`config.mk`:
```
export PLATFORM = sky130hd
export DESIGN_NAME = lcd1602_bus_sched_flat
export DESIGN_NICKNAME = d
export VERILOG_FILES = /design/src/rtl/lcd1602_pkg.sv /design/src/rtl/lcd1602_bus_sched_if.sv /design/src/rtl/lcd_rr_arb2.sv /design/src/rtl/lcd1602_bus_sched.sv /design/src/flat_wrapper.sv
export SDC_FILE = /design/constraint.sdc
export NUM_CORES = 1
export LEC_CHECK = 0
export ABC_AREA = 1
export CELL_PAD_IN_SITES_DETAIL_PLACEMENT = 0
export CELL_PAD_IN_SITES_GLOBAL_PLACEMENT = 2
export CORE_ASPECT_RATIO = 0.5
export CORE_MARGIN = 3
export CORE_UTILIZATION = 38
export DETAILED_ROUTE_END_ITERATION = 12
export DONT_BUFFER_PORTS = 1
export PLACE_DENSITY_LB_ADDON = 0.1
export SETUP_SLACK_MARGIN = 0.1
export SYNTH_ARGS = -nofsm -noshare
export SYNTH_HDL_FRONTEND = slang
export SYNTH_SLANG_ARGS = --single-unit
```
`constraint.sdc`:
```
create_clock -name clk -period 3.55 [get_ports clk]
set_clock_uncertainty 0.15 [all_clocks]
set_input_delay 0.5325 -clock clk [delete_from_list [all_inputs] [get_ports clk]]
set_output_delay 0.5325 -clock clk [all_outputs]
set_load 0.01 [all_outputs]
```
`src/rtl/lcd1602_pkg.sv`:
```
// Shared definitions for the LCD1602 bus scheduler: FSM encoding, default timing
// constants, HD44780 command codes and the long-execution command decode.
package lcd1602_pkg;

  typedef enum logic [2:0] {
    ST_IDLE  = 3'd0,
    ST_SETUP = 3'd1,
    ST_PULSE = 3'd2,
    ST_HOLD  = 3'd3,
    ST_EXEC  = 3'd4
  } state_t;

  localparam int T_SETUP_DEF     = 4;
  localparam int T_EPW_DEF       = 25;
  localparam int T_HOLD_DEF      = 4;
  localparam int T_EXEC_DEF      = 2000;
  localparam int T_EXEC_LONG_DEF = 80000;
  localparam int CW_DEF          = 17;

  localparam logic [7:0] CMD_CLEAR     = 8'h01;
  localparam logic [7:0] CMD_HOME      = 8'h02;
  localparam logic [7:0] CMD_FUNC_8B2L = 8'h38;
  localparam logic [7:0] CMD_ENTRY     = 8'h06;
  localparam logic [7:0] CMD_DISP_ON   = 8'h0C;
  localparam logic [7:0] CMD_LINE2     = 8'hC0;
  localparam logic [7:0] CMD_SHL       = 8'h18;

  // Clear (0x01) and home (0x02/0x03) are the only instructions needing the long wait.
  function automatic logic is_long_cmd(input logic rs, input logic [7:0] d);
    return (!rs && (d[7:2] == 6'd0) && (d != 8'd0));
  endfunction

endpackage

```
`src/rtl/lcd1602_bus_sched_if.sv`:
```
// Requester-side byte handshake for both ports of the LCD bus scheduler.
// valid/ready: a byte transfers on the rising edge where valid and ready are both high;
// ready is only raised while the scheduler is idle, and valid/rs/data are ignored otherwise.
interface lcd1602_bus_sched_if;
  logic       req0_valid;
  logic       req0_rs;
  logic [7:0] req0_data;
  logic       req0_ready;
  logic       req1_valid;
  logic       req1_rs;
  logic [7:0] req1_data;
  logic       req1_ready;

  modport master (
    output req0_valid, req0_rs, req0_data, req1_valid, req1_rs, req1_data,
    input  req0_ready, req1_ready
  );

  modport slave (
    input  req0_valid, req0_rs, req0_data, req1_valid, req1_rs, req1_data,
    output req0_ready, req1_ready
  );
endinterface

```
`src/rtl/lcd_rr_arb2.sv`:
```
// Two-way round-robin arbiter: on contention the port not served last wins;
// the pointer only moves when a grant is actually consumed (advance).
module lcd_rr_arb2 (
  input  logic       clk,
  input  logic       rst,
  input  logic [1:0] valid,
  input  logic       advance,
  output logic       grant,
  output logic       any
);

  logic last_q;

  always_comb begin
    any = |valid;
    if (valid == 2'b11) grant = ~last_q;
    else                grant = valid[1];
  end

  // Reset to "last served 1" so port 0 wins the first contention.
  always_ff @(posedge clk or posedge rst) begin
    if (rst)          last_q <= 1'b1;
    else if (advance) last_q <= grant;
  end

endmodule

```
`src/rtl/lcd1602_bus_sched.sv`:
```
// Shares one HD44780 parallel bus between two byte requesters, issuing each byte
// with counted RS/data setup, E pulse, hold and post-write execution wait.
module lcd1602_bus_sched
  import lcd1602_pkg::*;
#(
  parameter int T_SETUP     = T_SETUP_DEF,
  parameter int T_EPW       = T_EPW_DEF,
  parameter int T_HOLD      = T_HOLD_DEF,
  parameter int T_EXEC      = T_EXEC_DEF,
  parameter int T_EXEC_LONG = T_EXEC_LONG_DEF,
  parameter int CW          = CW_DEF
) (
  input  logic                  clk,
  input  logic                  rst,
  lcd1602_bus_sched_if.slave    req,
  output logic                  lcd_e,
  output logic                  lcd_rs,
  output logic                  lcd_rw,
  output logic [7:0]            data,
  output logic                  busy,
  output logic                  grant_id,
  output state_t                state_dbg
);

  state_t          state_q, state_d;
  logic [CW-1:0]   cnt_q, cnt_d;
  logic            long_q;
  logic            arb_grant, arb_any;
  logic            accept, last;
  logic            sel_rs;
  logic [7:0]      sel_data;

  lcd_rr_arb2 u_arb (
    .clk     (clk),
    .rst     (rst),
    .valid   ({req.req1_valid, req.req0_valid}),
    .advance (accept),
    .grant   (arb_grant),
    .any     (arb_any)
  );

  assign accept         = (state_q == ST_IDLE) && arb_any;
  assign req.req0_ready = accept && !arb_grant;
  assign req.req1_ready = accept &&  arb_grant;
  assign sel_rs         = arb_grant ? req.req1_rs   : req.req0_rs;
  assign sel_data       = arb_grant ? req.req1_data : req.req0_data;
  assign last           = (cnt_q == CW'(1));
  assign busy           = (state_q != ST_IDLE);
  assign state_dbg      = state_q;

  // Each timed state loads its own count on entry and exits when the count reaches 1.
  always_comb begin
    state_d = state_q;
    cnt_d   = cnt_q;
    case (state_q)
      ST_IDLE: begin
        if (accept) begin
          state_d = ST_SETUP;
          cnt_d   = CW'(T_SETUP);
        end
      end
      ST_SETUP: begin
        if (last) begin
          state_d = ST_PULSE;
          cnt_d   = CW'(T_EPW);
        end else begin
          cnt_d = cnt_q - CW'(1);
        end
      end
      ST_PULSE: begin
        if (last) begin
          state_d = ST_HOLD;
          cnt_d   = CW'(T_HOLD);
        end else begin
          cnt_d = cnt_q - CW'(1);
        end
      end
      ST_HOLD: begin
        if (last) begin
          state_d = ST_EXEC;
          cnt_d   = long_q ? CW'(T_EXEC_LONG) : CW'(T_EXEC);
        end else begin
          cnt_d = cnt_q - CW'(1);
        end
      end
      ST_EXEC: begin
        if (last) begin
          state_d = ST_IDLE;
          cnt_d   = '0;
        end else begin
          cnt_d = cnt_q - CW'(1);
        end
      end
      default: begin
        state_d = ST_IDLE;
        cnt_d   = '0;
      end
    endcase
  end

  always_ff @(posedge clk or posedge rst) begin
    if (rst) begin
      state_q <= ST_IDLE;
      cnt_q   <= '0;
    end else begin
      state_q <= state_d;
      cnt_q   <= cnt_d;
    end
  end

  // E is registered from the next state so it is high for exactly the PULSE cycles.
  always_ff @(posedge clk or posedge rst) begin
    if (rst) begin
      lcd_e    <= 1'b0;
      lcd_rs   <= 1'b0;
      lcd_rw   <= 1'b0;
      data     <= 8'd0;
      grant_id <= 1'b0;
      long_q   <= 1'b0;
    end else begin
      lcd_e  <= (state_d == ST_PULSE);
      lcd_rw <= 1'b0;
      if (accept) begin
        lcd_rs   <= sel_rs;
        data     <= sel_data;
        grant_id <= arb_grant;
        long_q   <= is_long_cmd(sel_rs, sel_data);
      end
    end
  end

endmodule

```
`src/flat_wrapper.sv`:
```
// flat-port wrapper written by rule: the top's interface ports become plain ports
module lcd1602_bus_sched_flat import lcd1602_pkg::*;
#(
  parameter int T_SETUP     = T_SETUP_DEF,
  parameter int T_EPW       = T_EPW_DEF,
  parameter int T_HOLD      = T_HOLD_DEF,
  parameter int T_EXEC      = T_EXEC_DEF,
  parameter int T_EXEC_LONG = T_EXEC_LONG_DEF,
  parameter int CW          = CW_DEF
)
  (clk, rst, lcd_e, lcd_rs, lcd_rw, data, busy, grant_id, state_dbg, req_req0_valid, req_req0_rs, req_req0_data, req_req1_valid, req_req1_rs, req_req1_data, req_req0_ready, req_req1_ready);
  lcd1602_bus_sched_if req_i ();
  input  logic clk;
  input  logic rst;
  output logic lcd_e;
  output logic lcd_rs;
  output logic lcd_rw;
  output logic [7:0] data;
  output logic busy;
  output logic grant_id;
  output state_t state_dbg;
  input wire logic [$bits(req_i.req0_valid)-1:0] req_req0_valid;
  input wire logic [$bits(req_i.req0_rs)-1:0] req_req0_rs;
  input wire logic [$bits(req_i.req0_data)-1:0] req_req0_data;
  input wire logic [$bits(req_i.req1_valid)-1:0] req_req1_valid;
  input wire logic [$bits(req_i.req1_rs)-1:0] req_req1_rs;
  input wire logic [$bits(req_i.req1_data)-1:0] req_req1_data;
  output wire logic [$bits(req_i.req0_ready)-1:0] req_req0_ready;
  output wire logic [$bits(req_i.req1_ready)-1:0] req_req1_ready;
  assign req_i.req0_valid = req_req0_valid;
  assign req_i.req0_rs = req_req0_rs;
  assign req_i.req0_data = req_req0_data;
  assign req_i.req1_valid = req_req1_valid;
  assign req_i.req1_rs = req_req1_rs;
  assign req_i.req1_data = req_req1_data;
  assign req_req0_ready = req_i.req0_ready;
  assign req_req1_ready = req_i.req1_ready;
  lcd1602_bus_sched #(.T_SETUP(T_SETUP), .T_EPW(T_EPW), .T_HOLD(T_HOLD), .T_EXEC(T_EXEC), .T_EXEC_LONG(T_EXEC_LONG), .CW(CW)) u_core (.clk(clk), .rst(rst), .req(req_i), .lcd_e(lcd_e), .lcd_rs(lcd_rs), .lcd_rw(lcd_rw), .data(data), .busy(busy), .grant_id(grant_id), .state_dbg(state_dbg));
endmodule
```
==> results of run 1 <==
## where the power goes
group	internal, mW	leakage, nW	total, mW	switching (mW)
Clock	0.228	0.0574	0.379	0.151
Combinational	0.00901	0.612	0.0312	0.0222
Sequential	0.385	0.366	0.395	0.0108
## cells by family (layout without fill, tap and decap cells)
kind of cell               Yosys count  count (layout)  share of synthesized area
DFF                                 33              33                      0.401
and+or+nand+nor                    167             167                      0.368
other                                1               1                    0.00182
adders and majority gates            2               2                     0.0121
AOI/OAI and AO/OA                   36              36                      0.105
buffers and inverters               38              41                     0.0777
xor gates and xnor gates             8               8                     0.0340
## path summary, 6_finish.rpt
kind                                                      start                         endpoint
max in group asynchronous                                   rst  u_core.u_arb.last_q$_DFFE_PP1P_
min in group clk                u_core.u_arb.last_q$_DFFE_PP1P_  u_core.u_arb.last_q$_DFFE_PP1P_
worst max-delay path              u_core.state_dbg[1]$_DFF_PP0_                   req_req0_ready
worst min-delay path                                        rst       u_core.data[5]$_DFFE_PP0P_
worst max register to register      u_core.cnt_q[1]$_DFFE_PP0P_     u_core.cnt_q[11]$_DFFE_PP0P_
worst min register to register  u_core.u_arb.last_q$_DFFE_PP1P_  u_core.u_arb.last_q$_DFFE_PP1P_
## sequential cells by signal, summed over array words and instances (netlist names)
register / count
u_core.grant_id: 1
u_core.lcd_e: 1
u_core.state_dbg: 3
u_core.cnt_q: 17
u_core.long_q: 1
u_core.u_arb.last_q: 1
u_core.data: 8
u_core.lcd_rs: 1
## metal layers
| layer | wire, um | part of all wire |
|---|---|---|
| met2 | 1950 | 0.40 |
| met3 | 259 | 0.054 |
| met1 | 2600 | 0.54 |
| met4 | 26 | 0.0054 |
| met5 | 0 | 0 |
## worst reg2reg max path, delay by kind of cell, from the launching register on
kind,cells,cell delay [ns]
flip-flops,1,0.38
buffers and inverters,3,0.32
adder cells (fa/ha/maj),1,0.14
AND/OR/NAND/NOR,8,0.95
## metrics by stage
stage	util	area (um^2)	worst slack (ns)
3_5_place_dp	0.418	2120	1.39
2_1_floorplan	-	2060	1.65
3_3_place_gp	0.418	2120	1.42
5_1_grt	0.441	2240	0.945
4_1_cts	0.441	2240	1.09
6_report	0.441	2240	1.12
## cells in the final DEF, fill, tap and decap left out, types with 2 or more instances in the layout
master	n
sky130_fd_sc_hd__ha_1	2
sky130_fd_sc_hd__xnor2_1	4
sky130_fd_sc_hd__a21oi_1	3
sky130_fd_sc_hd__xor2_1	4
sky130_fd_sc_hd__o21ai_0	15
sky130_fd_sc_hd__o21ai_1	6
sky130_fd_sc_hd__clkbuf_8	6
sky130_fd_sc_hd__o21bai_1	2
sky130_fd_sc_hd__nand2_1	97
sky130_fd_sc_hd__nor2_2	7
sky130_fd_sc_hd__inv_1	26
sky130_fd_sc_hd__nand3b_1	4
sky130_fd_sc_hd__nand3_1	17
sky130_fd_sc_hd__o211ai_1	2
sky130_fd_sc_hd__inv_2	6
sky130_fd_sc_hd__nand2_2	6
sky130_fd_sc_hd__o21ai_2	2
sky130_fd_sc_hd__nor2_1	27
sky130_fd_sc_hd__dfrtp_1	32
sky130_fd_sc_hd__a21oi_2	4
sky130_fd_sc_hd__nor2_4	4
## cell type report
class | instances | area share
Multi-Input combinational cell | 214 | 0.480
Sequential cell | 33 | 0.370
Timing Repair Buffer | 1 | 0.00336
Tap cell | 70 | 0.0391
Clock buffer | 6 | 0.0369
Clock inverter | 2 | 0.0168
Inverter | 32 | 0.0537
## synthesized netlist by cell type
library cell,count,area [um^2]
sky130_fd_sc_hd__buf_2,2,10.0
sky130_fd_sc_hd__nand4_1,1,6.26
sky130_fd_sc_hd__buf_6,1,11.3
sky130_fd_sc_hd__dfrtp_1,32,801
sky130_fd_sc_hd__inv_2,6,22.5
sky130_fd_sc_hd__nor3_2,1,10.0
sky130_fd_sc_hd__nor2_1,27,101
sky130_fd_sc_hd__nor2_4,4,45.0
sky130_fd_sc_hd__o21bai_1,2,15.0
sky130_fd_sc_hd__dfstp_2,1,26.3
sky130_fd_sc_hd__nand3_1,17,85.1
sky130_fd_sc_hd__buf_4,2,15.0
sky130_fd_sc_hd__a21oi_1,3,15.0
sky130_fd_sc_hd__o21ai_1,6,30.0
sky130_fd_sc_hd__o22ai_1,1,6.26
sky130_fd_sc_hd__conb_1,1,3.75
sky130_fd_sc_hd__o21ai_2,2,17.5
sky130_fd_sc_hd__nor2_2,7,43.8
sky130_fd_sc_hd__clkbuf_1,1,3.75
sky130_fd_sc_hd__inv_1,26,97.6
sky130_fd_sc_hd__ha_1,2,25.0
sky130_fd_sc_hd__nand2_1,97,364
sky130_fd_sc_hd__nand3b_1,4,30.0
sky130_fd_sc_hd__a21oi_2,4,35.0
sky130_fd_sc_hd__nand2_2,6,37.5
sky130_fd_sc_hd__nand2_4,1,11.3
sky130_fd_sc_hd__o21ai_0,15,75.1
sky130_fd_sc_hd__o211ai_1,2,15.0
sky130_fd_sc_hd__xnor2_1,4,35.0
sky130_fd_sc_hd__a211oi_1,1,7.51
sky130_fd_sc_hd__xor2_1,4,35.0
sky130_fd_sc_hd__nor3_1,1,5.00
sky130_fd_sc_hd__nand2_8,1,20.0
==> metrics.md, run 1 <==
| Metric | Value |
|---|---|
| Initial DRT Pass Iterations | `4` |
| Multi-input gate area | `0.00107 mm^2` |
| RD Place Congestion | `0.836` |
| Setup TNS | `0 ns` |
| Vias in the first global route | `1645` |
| Antenna violations before repair | `0` |
| YS warnings | `0` |
| Cell type of the slowest stage on the worst timing path | `sky130_fd_sc_hd__dfrtp_1` |
| Pins Over Slew Limit | `0` |
| Required time of the critical path | `2.87 ns` |
| Reg2Reg Depth | `12` |
| Std-Cell Rows | `18` |
| Drt total wl | `4.83 mm` |
| Starting Density | `0.407` |
| Number of vias in the routed layout | `1710` |
| Worst rel slew slack | `0.647` |
| Category of the worst setup path launch point | `flip-flop` |
| Number of logic stages on the critical path including buffering | `5` |
| Busiest metal layer after global routing | `met1` |
| H-Tree Level Count | `2` |
| Final critical-path required period | `2.43 ns` |
| M3 GR Usage | `0.0523` |
| # setup viols final | `0` |
| Die ar. | `0.00640 mm^2` |
| Part of the cycle the worst path needs | `0.684` |
| Power per Cell Area | `360 mW/mm^2` |
| Slew @ Worst Pin | `0.529 ns` |
| Routed vias/inst | `4.78` |
| Category of the worst setup path capture point | `primary output` |
| Port Buffer Count | `0` |
| Endpoints failing hold | `0` |
| Chip width | `110 um` |
| CTS tree | `built` |
| Overflow left after global routing | `0` |
| WP buf/inv | `1` |
| Number of nets in the final layout | `311` |
| Top Ports | `40` |
| Syn Inst Count | `285` |
| Number of gates resized after cts | `0` |
| Flip-flop and latch count after synthesis | `33` |
| Met2 Track Usage GR | `0.231` |
| Area of the core | `0.00507 mm^2` |
| Antenna cell count | `0` |
| Slack of the worst reg-to-reg path | `1.55 ns` |
| Peak fanout along the critical path | `20` |
| Storage element area | `827 um^2` |
| Design Power | `806 uW` |
| Area overhead of the layout relative to synthesis | `8.50%` |
| Reported leakage power | `1.04 nW` |
| Tightest Hold Check Type | `primary input to async pin` |
| Number of maximum-capacitance constraint violations | `0` |
| Final Hold Slack | `0.0840 ns` |
| Initial DRC count | `100` |
| Share of final-layout standard cells stronger than drive strength 1 | `0.146` |
| Run status | `complete, no violations` |
| Insertion delay to the later sink of the worst-skew pair | `0.28 ns` |
| Max incr delay on CP | `0.47 ns` |
| Remaining DRCs | `0` |
| Wire length of the first global-routing pass | `7.98 mm` |
| Worst supply voltage drop on vdd | `0.154 mV` |
| Maximum number of pins on one net before global-route repair | `34` |
| Cell chosen for the clock root | `sky130_fd_sc_hd__clkbuf_8` |
| Setup repair after global routing missed its margin | `no` |
| Antenna violation net count after detailed routing | `0` |
| Number of fill cells in the layout | `522` |
| WL per Instance | `13.5 um` |
| Crit path DAT | `1.75 ns` |
| Clock transition at the register clock pins on the worst setup and hold paths after CTS | `0.08 ns` |
| Number of hold-repair buffers added at the cts stage | `0` |
| Setup Crit Path Kind | `flip-flop to primary output` |
| TritonCTS Buffers | `5` |
| Sequential area share after synthesis | `0.401` |
| Number of unique standard cell types used by synthesis | `33` |
| Overall die height | `58.1 um` |
| Global-route usage over all layers | `0.163` |
| Cells traversed along the worst timing path | `nor2_2 > nand2_4 > nor2_4 > inv_1 > nor2_1` |
| DP Cell Count | `350` |
| Number of standard cells in the final layout excluding fillers | `358` |
| Area of the mapped netlist | `0.00206 mm^2` |
| Synthesized net count | `309` |
| Sink Count | `33` |
| Average cell area after synthesis | `7.24 um^2` |
| Top achievable clock speed | `412 MHz` |
| Number of post-CTS setup repair buffers | `0` |
| Top delay family on crit path | `simple AND/OR/NAND/NOR gates` |
| Worst-case clock buffer depth | `2` |
| GR met1 Demand/Resource | `0.245` |
| DPL Wire Length | `3.58 mm` |
(Power assumes the default switching activity.)
==> inputs of run 2 (changes only) <==
- CORE_UTILIZATION: 38 -> 32
- clock period: 3.55 -> 2.05 ns (I/O delays scaled with it)
==> run 2 against run 1 <==
Clock-buffer cell count stayed put. Largest cell class unchanged. Largest power group is now clock. Clock power is 120% higher. Final area is 5.6% higher. Sequential share of layout area is 1.9 points lower.
==> metrics.md, run 2 (synthesis gave the netlist of run 1 again) <==
| Metric | Value |
|---|---|
| Most used cells in the layout excluding fill and tap cells | `sky130_fd_sc_hd__nand2_1, sky130_fd_sc_hd__dfrtp_1, sky130_fd_sc_hd__nor2_1, sky130_fd_sc_hd__inv_1, sky130_fd_sc_hd__nand3_1` |
| Starting Density | `0.353` |
| Std-Cell Rows | `19` |
| Reg2Reg Depth | `12` |
| Worst flop-to-flop path endpoint | `u_core.cnt_q[9]$_DFFE_PP0P_` |
| Final critical-path required period | `1.87 ns` |
| Routed vias/inst | `4.65` |
| Reported leakage power | `1.10 nW` |
| Number of nets in the final layout | `317` |
| Initial DRT Pass Iterations | `4` |
| Part of the cycle the worst path needs | `0.911` |
| Most common cell after layout, fill and taps aside | `sky130_fd_sc_hd__nand2_1` |
| Setup repair after global routing missed its margin | `yes` |
| Setup Crit Path Kind | `flip-flop to primary output` |
| Design Power | `1.59 mW` |
| Category of the worst setup path launch point | `flip-flop` |
| Power per Cell Area | `674 mW/mm^2` |
| Multi-input gate area | `0.00109 mm^2` |
| Final design area excluding fillers | `0.00236 mm^2` |
| Sink Count | `33` |
| Number of standard cells in the final layout excluding fillers | `378` |
| CTS tree | `built` |
| Fraction of power consumed by sequential logic | `0.431` |
| Number of fill cells in the layout | `613` |
| DPL Wire Length | `3.96 mm` |
| Tightest Hold Check Type | `primary input to flip-flop` |
| Start point of the critical path | `u_core.state_dbg[0]$_DFF_PP0_` |
| Antenna cell count | `0` |
| TritonCTS Buffers | `5` |
| RD Place Congestion | `0.809` |
| Number of maximum-capacitance constraint violations | `0` |
| Cells traversed along the worst timing path | `inv_4 > nand2_4 > nor2_4 > inv_1 > nor2_1` |
| Run status | `complete, no violations` |
| Global-route usage over all layers | `0.154` |
| Net Switching | `336 uW` |
| WL per Instance | `13.7 um` |
| Cell-internal power | `1.26 mW` |
| Vias in the first global route | `1779` |
| Remaining DRCs | `0` |
| Max incr delay on CP | `0.48 ns` |
| Crit path DAT | `1.41 ns` |
| Flip-flop count of the largest register, all copies and words added | `17` |
| H-Tree Level Count | `2` |
| Area of the core | `0.00585 mm^2` |
| Endpoints failing hold | `0` |
| Peak fanout along the critical path | `6` |
| Initial DRC count | `113` |
| Die ar. | `0.00750 mm^2` |
| Wire length of the first global-routing pass | `9.00 mm` |
| DP Cell Count | `369` |
| Cell type of the slowest stage on the worst timing path | `sky130_fd_sc_hd__dfrtp_1` |
| Most flops, register | `u_core.cnt_q` |
| Area overhead of the layout relative to synthesis | `14.6%` |
| Worst setup path endpoint | `req_req0_ready` |
| Antenna violation net count after detailed routing | `0` |
| Worst-case clock buffer depth | `2` |
| Part of the power in combinational logic | `0.036` |
| Pins Over Slew Limit | `0` |
| Beginning of the worst register-to-register path | `u_core.cnt_q[1]$_DFFE_PP0P_` |
| # setup viols final | `0` |
| Cell chosen for the clock root | `sky130_fd_sc_hd__clkbuf_16` |
| Chip width | `120 um` |
| Storage element area | `830 um^2` |
| Power share of the clock group | `0.533` |
| Top achievable clock speed | `535 MHz` |
| Number of vias in the routed layout | `1758` |
| Drt total wl | `5.18 mm` |
| Top Ports | `40` |
| Category of the worst setup path capture point | `primary output` |
| Overflow left after global routing | `0` |
| Cell area after placement | `0.00217 mm^2` |
| Maximum number of pins on one net before global-route repair | `34` |
| Antenna violations before repair | `0` |
| Required time of the critical path | `1.59 ns` |
| Share of final-layout standard cells stronger than drive strength 1 | `0.167` |
| Switching power as a share of total power | `0.211` |
| Final Hold Slack | `0.115 ns` |
| Setup TNS | `0 ns` |
| Worst supply voltage drop on vdd | `0.228 mV` |
| Overall die height | `62.8 um` |
| Insertion delay to the later sink of the worst-skew pair | `0.28 ns` |
| Number of post-CTS setup repair buffers | `0` |
| Slack of the worst reg-to-reg path | `0.20 ns` |
| Clock transition at the register clock pins on the worst setup and hold paths after CTS | `0.05 ns` |
| Port Buffer Count | `0` |
[run 2: power by group through the flow]
stage	Clock (mW)	Sequential, mW	Combinational, mW
global route	0.911	0.688	0.0698
detailed placement	0	0.697	0.0580
global placement	0	0.698	0.0562
CTS	0.880	0.687	0.0591
finish	0.850	0.686	0.0576
floorplan	0	0.693	0.0448
[run 2: what timing repair did]
item                                    4_1_cts  5_1_grt
hold buffers                                  1        0
hold endpoints to repair                     32        0
endpoints found under the setup margin        1       13
gates resized for setup                       1        5
gates cloned                                  0        0
[run 2: stage by stage]
stage	setup slack, ns	util
after global routing	0.0468	0.404
after global placement	0.222	0.371
after floorplan	0.373	-
after CTS	0.123	0.402
final	0.182	0.404
after detailed placement	0.152	0.371
[run 2: critical path: cells and delay by family, from the launching register on]
family	cells	cell delay, ns
AND/OR/NAND/NOR	3	0.42
flip-flops	1	0.48
buffers and inverters	2	0.23
[run 2: area by class of cell]
| class | count | share of cell area |
|---|---|---|
| multi-input cells | 214 | 0.460 |
| flip-flops and latches | 33 | 0.351 |
| clock buffers | 6 | 0.0545 |
| inverters | 32 | 0.0519 |
| well taps | 84 | 0.0445 |
| repair buffers | 7 | 0.0233 |
| clock inverters | 2 | 0.0148 |
[run 2: worst min-delay path by stage]
stage,cells past startpoint,end,start
2_1_floorplan,1,u_core.cnt_q[0]$_DFFE_PP0P_,rst
3_3_place_gp,2,u_core.cnt_q[2]$_DFFE_PP0P_,rst
3_5_place_dp,2,u_core.cnt_q[2]$_DFFE_PP0P_,rst
4_1_cts,4,u_core.data[1]$_DFFE_PP0P_,req_req1_data[1]
5_1_grt,4,u_core.data[0]$_DFFE_PP0P_,req_req0_data[0]
6_report,4,u_core.data[1]$_DFFE_PP0P_,req_req1_data[1]
[run 2: routing by layer]
| metal | vias up | global-route usage | wire [um] |
|---|---|---|---|
| met3 | 7 | 0.0533 | 325 |
| li1 | 915 | - | - |
| met4 | 0 | 0.0428 | 59 |
| met1 | 792 | 0.211 | 2630 |
| met5 | - | 0 | 0 |
| met2 | 44 | 0.228 | 2160 |
==> inputs of run 3 (changes only) <==
- CORE_MARGIN: 3 -> unset
- SKIP_CTS_REPAIR_TIMING: unset -> 1
==> run 3 against run 2 <==
Final area up 0.64%. Flip-flop and latch count unchanged. Core utilization down 1.6 points. Sequential share of layout area down 0.33 points. Final cell count up 0.79%. Critical endpoint unchanged. Largest cell class unchanged. Largest power group unchanged. Highest routed layer unchanged.
==> metrics.md, run 3 (synthesis gave the netlist of run 1 again) <==
| Metric | Value |
|---|---|
| Run status | `complete, no violations` |
| Std-Cell Rows | `20` |
| CTS tree | `built` |
| WL per Instance | `13.5 um` |
| Clock transition at the register clock pins on the worst setup and hold paths after CTS | `0.05 ns` |
| Part of the power in combinational logic | `0.035` |
| Max incr delay on CP | `0.48 ns` |
| Worst hold path cell count | `4` |
| Die ar. | `0.00679 mm^2` |
| Cells traversed along the worst timing path | `nor2_4 > nand2_4 > nor2_4 > inv_1 > nor2_2` |
| Setup Crit Path Kind | `flip-flop to primary output` |
| Top achievable clock speed | `538 MHz` |
| Multi-input gate area | `0.00110 mm^2` |
| Power share of the clock group | `0.534` |
| Power per Cell Area | `669 mW/mm^2` |
| Pins Over Slew Limit | `0` |
| WP buf/inv | `1` |
| Net Switching | `334 uW` |
| Vias in the first global route | `1769` |
| Post-placement setup slack | `0.151 ns` |
| Number of nets in the final layout | `316` |
| Most flops, register | `u_core.cnt_q` |
| Critical path's most frequent cell | `sky130_fd_sc_hd__nor2_4` |
| Antenna cell count | `0` |
| Tightest Hold Check Type | `primary input to flip-flop` |
| Category of the worst setup path launch point | `flip-flop` |
| Most common cell after layout, fill and taps aside | `sky130_fd_sc_hd__nand2_1` |
| Reported leakage power | `1.10 nW` |
| TritonCTS Buffers | `5` |
| Sink Count | `33` |
| Number of logic stages on the critical path including buffering | `5` |
| Switching power as a share of total power | `0.210` |
| Smallest setup slack after layout | `0.193 ns` |
| Top delay family on crit path | `simple AND/OR/NAND/NOR gates` |
| Reg2Reg Depth | `10` |
| H-Tree Level Count | `2` |
| Required time of the critical path | `1.59 ns` |
| Number of vias in the routed layout | `1739` |
| DPL Wire Length | `3.88 mm` |
| Maximum number of pins on one net before global-route repair | `34` |
| Category of the worst setup path capture point | `primary output` |
| DP Cell Count | `372` |
| Storage element area | `827 um^2` |
| Most used cells in the layout excluding fill and tap cells | `sky130_fd_sc_hd__nand2_1, sky130_fd_sc_hd__dfrtp_1, sky130_fd_sc_hd__inv_1, sky130_fd_sc_hd__nor2_1` |
| Port Buffer Count | `0` |
| Initial DRT Pass Iterations | `4` |
| Peak fanout along the critical path | `5` |
| Overflow left after global routing | `0` |
| Cell chosen for the clock root | `sky130_fd_sc_hd__clkbuf_16` |
| Starting Density | `0.336` |
| Number of standard cells in the final layout excluding fillers | `381` |
| Worst-case clock buffer depth | `2` |
| Routed vias/inst | `4.56` |
| Crit path DAT | `1.40 ns` |
| Area overhead of the layout relative to synthesis | `15.4%` |
| Post-layout util | `0.388` |
| Overall die height | `58.8 um` |
| Flip-flop count of the largest register, all copies and words added | `17` |
| RD Place Congestion | `0.767` |
| Drt total wl | `5.15 mm` |
| Setup repair after global routing missed its margin | `yes` |
| # setup viols final | `0` |
| Share of final-layout standard cells stronger than drive strength 1 | `0.167` |
| Area of the core | `0.00613 mm^2` |
| Cell-internal power | `1.26 mW` |
| Global-route usage over all layers | `0.178` |
| Chip width | `116 um` |
| Part of the cycle the worst path needs | `0.906` |
| Antenna violation net count after detailed routing | `0` |
| Remaining DRCs | `0` |
| Endpoints failing hold | `0` |
| Top Ports | `40` |
| Antenna violations before repair | `0` |
| Cell type of the slowest stage on the worst timing path | `sky130_fd_sc_hd__dfrtp_1` |
| Fraction of power consumed by sequential logic | `0.431` |
| Final critical-path required period | `1.86 ns` |
| Wire length of the first global-routing pass | `8.85 mm` |
| Number of maximum-capacitance constraint violations | `0` |
| Initial DRC count | `112` |
| Worst supply voltage drop on vdd | `0.254 mV` |
| Number of fill cells in the layout | `648` |
| Insertion delay to the later sink of the worst-skew pair | `0.28 ns` |
[run 3: cell types whose count changed in the layout (fill, tap and decap cells not counted)]
cell / before / now
sky130_fd_sc_hd__nand3_2: 0 / 2
sky130_fd_sc_hd__nor2_1: 27 / 26
sky130_fd_sc_hd__inv_4: 1 / 2
sky130_fd_sc_hd__nand3_1: 17 / 15
sky130_fd_sc_hd__dfrtp_2: 2 / 0
sky130_fd_sc_hd__dfrtp_1: 30 / 32
sky130_fd_sc_hd__inv_2: 5 / 4
sky130_fd_sc_hd__buf_4: 6 / 5
sky130_fd_sc_hd__nor2_2: 6 / 7
sky130_fd_sc_hd__nand2_4: 2 / 3
sky130_fd_sc_hd__nand2_2: 6 / 5
[run 3: per-stage QoR]
step                      area, um^2  setup TNS (ns)  hold slack [ns]  total power, mW
after floorplan                 2060               0            0.286            0.738
after global placement          2170               0            0.180            0.752
final                           2380               0            0.112             1.59
after detailed placement        2170               0            0.188            0.752
after global routing            2380               0            0.174             1.67
after CTS                       2330         -0.0464           -0.116             1.62
[run 3: worst paths after layout]
| path | endpoint | slack (ns) | from |
|---|---|---|---|
| worst max-delay path | req_req0_ready | 0.19 | u_core.state_dbg[1]$_DFF_PP0_ |
| worst min-delay path | u_core.data[1]$_DFFE_PP0P_ | 0.11 | req_req1_data[1] |
| worst max register to register | u_core.cnt_q[7]$_DFFE_PP0P_ | 0.28 | u_core.cnt_q[1]$_DFFE_PP0P_ |
| worst min register to register | u_core.u_arb.last_q$_DFFE_PP1P_ | 0.31 | u_core.u_arb.last_q$_DFFE_PP1P_ |
| max in group asynchronous | u_core.u_arb.last_q$_DFFE_PP1P_ | 0.97 | rst |
| min in group asynchronous | u_core.data[6]$_DFFE_PP0P_ | 0.43 | rst |
[run 3: layout make-up]
class / count / area share
clock buffers: 6 / 0.0542
clock inverters: 2 / 0.0147
inverters: 32 / 0.0526
multi-input cells: 214 / 0.464
flip-flops and latches: 33 / 0.348
well taps: 88 / 0.0463
repair buffers: 6 / 0.0200
[run 3: power groups by stage]
stage / Combinational [mW] / Clock (mW) / Sequential, mW
6_report: 0.0558 / 0.849 / 0.686
5_1_grt: 0.0686 / 0.911 / 0.688
4_1_cts: 0.0552 / 0.875 / 0.686
3_5_place_dp: 0.0558 / 0 / 0.697
3_3_place_gp: 0.0545 / 0 / 0.697
2_1_floorplan: 0.0448 / 0 / 0.693
[run 3: per-layer routing]
metal,track usage,vias to the layer above,part of all wire
met1,0.241,775,0.50
li1,-,913,-
met3,0.0680,8,0.062
met5,0,-,0
met2,0.266,43,0.43
met4,0.0501,0,0.010
[run 3: tightest hold or removal path: cells and delay by family]
| family | cells | cell delay, ns |
|---|---|---|
| simple gates | 4 | 0.19 |
